File: config.mk
export PLATFORM = sky130hd
export DESIGN_NAME = adc_channel_sequencer
export DESIGN_NICKNAME = d
export VERILOG_FILES = /design/src/rtl/adc_seq_pkg.sv /design/src/rtl/sync_fifo.sv /design/src/rtl/adc_channel_sequencer.sv
export SDC_FILE = /design/constraint.sdc
export NUM_CORES = 1
export LEC_CHECK = 0
export CAP_MARGIN = 20
export CORE_UTILIZATION = 55
export DETAILED_ROUTE_END_ITERATION = 10
export GPL_TIMING_DRIVEN = 0
export PLACE_DENSITY = 0.76
export SETUP_SLACK_MARGIN = 0.5
export SLEW_MARGIN = 20
export SYNTH_ARGS = -nofsm -noshare
export SYNTH_HDL_FRONTEND = slang
export SYNTH_SLANG_ARGS = --single-unit
File: constraint.sdc
create_clock -name clk -period 3.9 [get_ports clk]
set_input_delay 0.78 -clock clk [delete_from_list [all_inputs] [get_ports clk]]
set_output_delay 0.78 -clock clk [all_outputs]
set_load 0.005 [all_outputs]
File: src/rtl/adc_seq_pkg.sv
// Shared definitions for the ADC channel sequencer:
// sequencer states, result-word layout and error-count limit.
package adc_seq_pkg;

    typedef enum logic [1:0] {
        ST_IDLE,
        ST_ISSUE,
        ST_WAIT,
        ST_PUSH
    } seq_state_t;

    localparam int CHAN_LSB = 16;
    localparam int CHAN_W   = 5;
    localparam int OVF_BIT  = 24;
    localparam logic [15:0] ERR_MAX = 16'hFFFF;

    function automatic logic [15:0] sat_inc(input logic [15:0] v);
        return (v == ERR_MAX) ? v : v + 16'd1;
    endfunction

endpackage

File: src/rtl/sync_fifo.sv
// Single-clock FIFO with registered storage and a combinational head.
// A push into a full FIFO succeeds when a pop happens on the same cycle.
module sync_fifo #(
    parameter int WIDTH = 32,
    parameter int DEPTH = 8
) (
    input  logic             clk,
    input  logic             rst_n,
    input  logic             push,
    input  logic [WIDTH-1:0] wdata,
    input  logic             pop,
    output logic [WIDTH-1:0] rdata,
    output logic             full,
    output logic             empty
);

    localparam int AW = (DEPTH > 1) ? $clog2(DEPTH) : 1;

    logic [WIDTH-1:0] mem [DEPTH];
    logic [AW-1:0]    wr_ptr;
    logic [AW-1:0]    rd_ptr;
    logic [AW:0]      count;
    logic             do_push;
    logic             do_pop;

    assign empty   = (count == '0);
    assign full    = (count == (AW+1)'(DEPTH));
    assign do_pop  = pop && !empty;
    assign do_push = push && (!full || do_pop);
    assign rdata   = mem[rd_ptr];

    always_ff @(posedge clk or negedge rst_n) begin
        if (!rst_n) begin
            wr_ptr <= '0;
            rd_ptr <= '0;
            count  <= '0;
        end else begin
            if (do_push)
                wr_ptr <= wr_ptr + 1'b1;
            if (do_pop)
                rd_ptr <= rd_ptr + 1'b1;
            case ({do_push, do_pop})
                2'b10:   count <= count + 1'b1;
                2'b01:   count <= count - 1'b1;
                default: count <= count;
            endcase
        end
    end

    always_ff @(posedge clk) begin
        if (do_push)
            mem[wr_ptr] <= wdata;
    end

endmodule

File: src/rtl/adc_channel_sequencer.sv
// Round-robin MAX10 ADC sequencer: one command in flight, per-channel
// averaging, results streamed to the CPU through a small FIFO.
module adc_channel_sequencer
    import adc_seq_pkg::*;
#(
    parameter int CHANNEL_BASE   = 1,
    parameter int NUM_CHANNELS   = 4,
    parameter int DATA_WIDTH     = 12,
    parameter int AVG_LOG2       = 2,
    parameter int FIFO_DEPTH     = 8,
    parameter int TIMEOUT_CYCLES = 1023
) (
    input  logic                  clk,
    input  logic                  rst_n,
    input  logic                  enable_in,
    output logic                  command_valid_out,
    output logic [4:0]            command_channel_out,
    output logic                  command_startofpacket_out,
    output logic                  command_endofpacket_out,
    input  logic                  command_ready_in,
    input  logic                  response_valid_in,
    input  logic [4:0]            response_channel_in,
    input  logic [DATA_WIDTH-1:0] response_data_in,
    output logic [31:0]           adc_out,
    output logic                  adc_stb_out,
    input  logic                  adc_ack_in,
    output logic [15:0]           error_count_out
);

    localparam int ACC_W = DATA_WIDTH + AVG_LOG2;
    localparam int CNT_W = AVG_LOG2 + 1;
    localparam int TO_W  = $clog2(TIMEOUT_CYCLES + 1);
    localparam logic [CNT_W-1:0] LAST_CNT = CNT_W'((1 << AVG_LOG2) - 1);
    localparam logic [TO_W-1:0]  TO_LAST  = TO_W'(TIMEOUT_CYCLES);
    localparam logic [4:0]       IDX_LAST = 5'(NUM_CHANNELS - 1);

    seq_state_t       state;
    seq_state_t       state_nxt;
    logic [4:0]       idx;
    logic [4:0]       chan;
    logic [ACC_W-1:0] acc;
    logic [CNT_W-1:0] cnt;
    logic [TO_W-1:0]  tmo;
    logic [15:0]      err_cnt;
    logic             drop_flag;

    logic             cmd_fire;
    logic             rsp_hit;
    logic             rsp_miss;
    logic             tmo_hit;
    logic             in_push;
    logic             push_ok;
    logic [31:0]      result_word;

    logic             fifo_pop;
    logic [31:0]      fifo_rdata;
    logic             fifo_full;
    logic             fifo_empty;

    assign chan     = 5'(CHANNEL_BASE) + idx;
    assign in_push  = (state == ST_PUSH);
    assign cmd_fire = (state == ST_ISSUE) && command_ready_in;
    assign rsp_hit  = (state == ST_WAIT) && response_valid_in
                   && (response_channel_in == chan);
    assign rsp_miss = (state == ST_WAIT) && response_valid_in
                   && (response_channel_in != chan);
    assign tmo_hit  = (state == ST_WAIT) && !response_valid_in
                   && (tmo == TO_LAST);

    always_ff @(posedge clk or negedge rst_n) begin
        if (!rst_n)
            state <= ST_IDLE;
        else
            state <= state_nxt;
    end

    always_comb begin
        state_nxt = state;
        unique case (state)
            ST_IDLE:  if (enable_in) state_nxt = ST_ISSUE;
            ST_ISSUE: if (command_ready_in) state_nxt = ST_WAIT;
            ST_WAIT: begin
                if (rsp_hit)
                    state_nxt = (cnt == LAST_CNT) ? ST_PUSH : ST_ISSUE;
                else if (rsp_miss || tmo_hit)
                    state_nxt = ST_ISSUE;
            end
            ST_PUSH:  state_nxt = enable_in ? ST_ISSUE : ST_IDLE;
            default:  state_nxt = ST_IDLE;
        endcase
    end

    always_comb begin
        command_valid_out         = 1'b0;
        command_channel_out       = 5'd0;
        command_startofpacket_out = 1'b0;
        command_endofpacket_out   = 1'b0;
        if (state == ST_ISSUE) begin
            command_valid_out         = 1'b1;
            command_channel_out       = chan;
            command_startofpacket_out = 1'b1;
            command_endofpacket_out   = 1'b1;
        end
    end

    always_ff @(posedge clk or negedge rst_n) begin
        if (!rst_n) begin
            idx       <= '0;
            acc       <= '0;
            cnt       <= '0;
            tmo       <= '0;
            err_cnt   <= '0;
            drop_flag <= 1'b0;
        end else begin
            if (cmd_fire)
                tmo <= '0;
            else if (state == ST_WAIT)
                tmo <= tmo + 1'b1;
            if (rsp_hit) begin
                acc <= acc + ACC_W'(response_data_in);
                cnt <= cnt + 1'b1;
            end
            if (rsp_miss || tmo_hit)
                err_cnt <= sat_inc(err_cnt);
            if (in_push) begin
                acc       <= '0;
                cnt       <= '0;
                idx       <= (idx == IDX_LAST) ? 5'd0 : idx + 5'd1;
                drop_flag <= !push_ok;
            end
        end
    end

    // Truncating mean: the top DATA_WIDTH bits of the running sum.
    always_comb begin
        result_word                          = '0;
        result_word[DATA_WIDTH-1:0]          = acc[ACC_W-1:AVG_LOG2];
        result_word[CHAN_LSB +: CHAN_W]      = chan;
        result_word[OVF_BIT]                 = drop_flag;
    end

    assign fifo_pop = adc_ack_in && !fifo_empty;
    assign push_ok  = !fifo_full || fifo_pop;

    sync_fifo #(
        .WIDTH (32),
        .DEPTH (FIFO_DEPTH)
    ) u_fifo (
        .clk   (clk),
        .rst_n (rst_n),
        .push  (in_push),
        .wdata (result_word),
        .pop   (fifo_pop),
        .rdata (fifo_rdata),
        .full  (fifo_full),
        .empty (fifo_empty)
    );

    assign adc_stb_out     = !fifo_empty;
    assign adc_out         = adc_stb_out ? fifo_rdata : 32'd0;
    assign error_count_out = err_cnt;

endmodule
==> impl_metrics.json <==
{
  "status": "completed",
  "synth_cell_types": 58,
  "dpl.hpwl_um": 12800,
  "drv_cap": 0,
  "ant_nets": 0,
  "synth_edf_count": 144,
  "gr-usage-met3_pct": 4.13,
  "cp-start-kind": "flip-flop",
  "cts_buffers": 21,
  "post-route-min-period_ns": 3.33,
  "drive_gt1_share_pct": 18.1,
  "endpoint_kind": "output port",
  "clock_sinks": 205,
  "ir_worst_vdd_mv": 0.378,
  "h-tree-depth": 1,
  "syn-mean-instance-area_um2": 14.6,
  "grt_max_degree": 50,
  "power_mw": 7.23,
  "post-route-cell-area_mm2": 0.0111,
  "async_reset_ff_share_pct": 29.8,
  "gp_congestion": 0.818,
  "cts_tree": "done",
  "placed_area_mm2": 0.0103,
  "routed_wirelength_um": 19200,
  "path_max_fanout": 10,
  "grt_use_met1_pct": 29.9,
  "path_clk_slew_ns": 0.06,
  "hp-class": "primary input to asynchronous set/reset pin",
  "antenna_found_initial": 0,
  "final_util_pct": 69.1,
  "worstMarginPinSlew_ns": 0.871,
  "chipHeight_um": 131,
  "dieWidth_um": 131,
  "power.leakage_nw": 4.31,
  "num_io_pins": 80,
  "criticalPathCategory": "flip-flop to output port",
  "first_global_vias": 5798,
  "ys_warn_count": 0,
  "fin_tns_setup_ns": 0,
  "rsz0062_at_grt": "true",
  "wl_per_cell_um": 19.6,
  "yosys_most_used_dff": "edfxtp_1",
  "overflow": 0,
  "use_met2_pct": 40.0,
  "setup_viol": 0,
  "p_per_area_mw_per_mm2": 649,
  "vias": 5576,
  "hold_viol": 0,
  "crit_chain": "clkbuf_2 > clkbuf_4 > mux4_2 > mux2i_2 > nor2_1 > clkdlybuf4s50_1",
  "reg2reg_slack_ns": 1.02,
  "drt_iter0_drc": 354,
  "final_nets": 795,
  "drc": 0,
  "cp_data_required_time_ns": 3.12,
  "start_util_pct": 57.0,
  "ys_ff_latch": 205,
  "drt_first_pass_iters": 5,
  "synth_cells": 630,
  "fill_cells": 1054,
  "drv_slew": 0,
  "cts_root_buf": "clkbuf_16",
  "coreArea_mm2": 0.0161,
  "r2r-end": "u_fifo.mem[1][6]$_DFFE_PP_",
  "clock_latency_ns": 0.50,
  "fmax_ghz": 0.300,
  "port_buffers": 65,
  "cp_slowest_cell": "clkdlybuf4s50_1",
  "via_per_inst": 5.69,
  "cp.arrival_ns": 2.55,
  "slew_headroom_pct": 41.9,
  "diodes": 0,
  "area_growth_pct": 21.2,
  "reg2reg_depth": 5,
  "ys_seq_area_share_pct": 63.6,
  "syn_area_mm2": 0.00919,
  "clockBufferDepth": 3,
  "r2r_start": "state[0]$_DFFE_PN0P_",
  "fin_skew_ns": 0.00749,
  "floorplan.die_area_mm2": 0.0172,
  "finalCritPeriodShare_pct": 85.3,
  "grt_pass1_wl_um": 30900,
  "busiest_layer": "met2",
  "grt_usage_pct": 23.0,
  "cpPeakStageDelay_ns": 0.46,
  "fp-row-count": 46,
  "hold_buffers": 0
}
==> layer usage <==
layer	wire, um	up-vias	part of all wire (%)
met2	9820	178	51
met5	0	-	0
met4	297	0	1.5
met3	1190	24	6.2
met1	7930	2792	41
li1	-	2582	-
==> metrics by stage <==
step                cells  setup slack, ns  hold slack (ns)
global placement      924            -1.17            0.467
floorplan             643            0.688            0.445
CTS                   973            0.428            0.120
global route          980            0.493            0.127
finish                980            0.572            0.130
detailed placement    934            0.205            0.494
==> logic make-up after synthesis <==
logic type               Yosys count  synth area share [%]
flip-flops                       205                  63.6
AND/OR/NAND/NOR                  173                  9.65
AO/OA/AOI/OAI                     74                  4.93
multiplexers                      62                  11.7
buffers and inverters             55                  3.03
XOR/XNOR                          37                  3.69
adder cells (fa/ha/maj)           23                  3.29
other                              1                0.0408
==> report_power, final <==
| group | leakage, nW | internal (mW) | total, mW | switching [mW] |
|---|---|---|---|---|
| clock | 0.323 | 1.13 | 1.94 | 0.816 |
| combinational | 1.85 | 1.31 | 2.45 | 1.14 |
| sequential | 2.14 | 2.63 | 2.84 | 0.215 |
==> worst max path at each step <==
stage | from | end | slack (ns) | cells past startpoint
floorplan | adc_ack_in | u_fifo.mem[1][0]$_DFFE_PP_ | 0.69 | 4
global placement | adc_ack_in | u_fifo.mem[0][4]$_DFFE_PP_ | -1.17 | 5
detailed placement | adc_ack_in | u_fifo.mem[4][3]$_DFFE_PP_ | 0.21 | 6
CTS | u_fifo.rd_ptr[1]$_DFFE_PN0P_ | adc_out[20] | 0.43 | 6
global route | u_fifo.rd_ptr[1]$_DFFE_PN0P_ | adc_out[20] | 0.49 | 6
finish | u_fifo.rd_ptr[1]$_DFFE_PN0P_ | adc_out[20] | 0.57 | 6
==> sequential cells by signal (all words and copies together), names as in the netlist, 2 cells and up <==
| name | count |
|---|---|
| u_fifo.mem | 144 |
| error_count_out | 16 |
| acc | 14 |
| tmo | 10 |
| idx | 5 |
| u_fifo.count | 4 |
| cnt | 3 |
| u_fifo.rd_ptr | 3 |
| u_fifo.wr_ptr | 3 |
| state | 2 |
==> cell usage in the layout, fill, tap and decap left out, types with 3 or more instances in the layout <==
master	count
ha_1	21
mux2i_2	3
mux4_2	36
and3_1	3
buf_6	6
buf_4	31
buf_12	3
nor2b_1	6
nand3_1	30
conb_1	14
nor3_1	4
dfrtp_1	61
edfxtp_1	144
a21oi_1	15
mux2_2	3
o31ai_1	4
a31oi_1	3
clkbuf_1	11
xnor2_1	22
clkdlybuf4s50_1	63
and2_1	6
nand2_1	35
xor2_1	12
clkinv_1	5
nor4b_1	3
a21o_1	4
and4_1	4
o21ai_0	32
clkinv_2	3
nand4_1	7
inv_1	18
clkbuf_16	21
mux2i_1	20
nor2_2	4
nor2_1	43
o21a_1	3
nand2b_1	9
nor3_2	3
==> area by class of cell <==
type,count,area (um^2),area share [%]
Sequential cell,205,5850,52.5
Multi-Input combinational cell,383,3180,28.6
Timing Repair Buffer,83,825,7.40
Clock buffer,24,537,4.82
Buffer,37,283,2.54
Tap cell,216,270,2.43
Clock inverter,14,125,1.12
Inverter,18,67.6,0.606
==> cell usage after synthesis (9+ instances only) <==
cell	instances	area share [%]
nand3_1	30	1.6
a21oi_1	15	0.82
mux2i_1	22	2.4
inv_1	18	0.73
nand2b_1	9	0.61
clkbuf_1	14	0.57
nand2_1	35	1.4
o21ai_0	32	1.7
ha_1	21	2.9
buf_4	16	1.3
mux4_2	36	8.8
dfrtp_1	61	17
xnor2_1	23	2.2
edfxtp_1	144	47
xor2_1	12	1.1
nor2_1	49	2.0
==> repair_timing <==
action                     in CTS  in global routing
buffers inserted                1                  7
setup endpoints to repair      19                 12
gates resized for setup        21                 12
pin swaps                       1                  1
==> critical path: cells and delay by family (launching register included) <==
| family | cells | cell delay (ns) |
|---|---|---|
| buf+inv | 3 | 1.06 |
| mux | 2 | 0.56 |
| flops | 1 | 0.37 |
| simple gates | 1 | 0.07 |
Power figures use the tool's default switching activity.
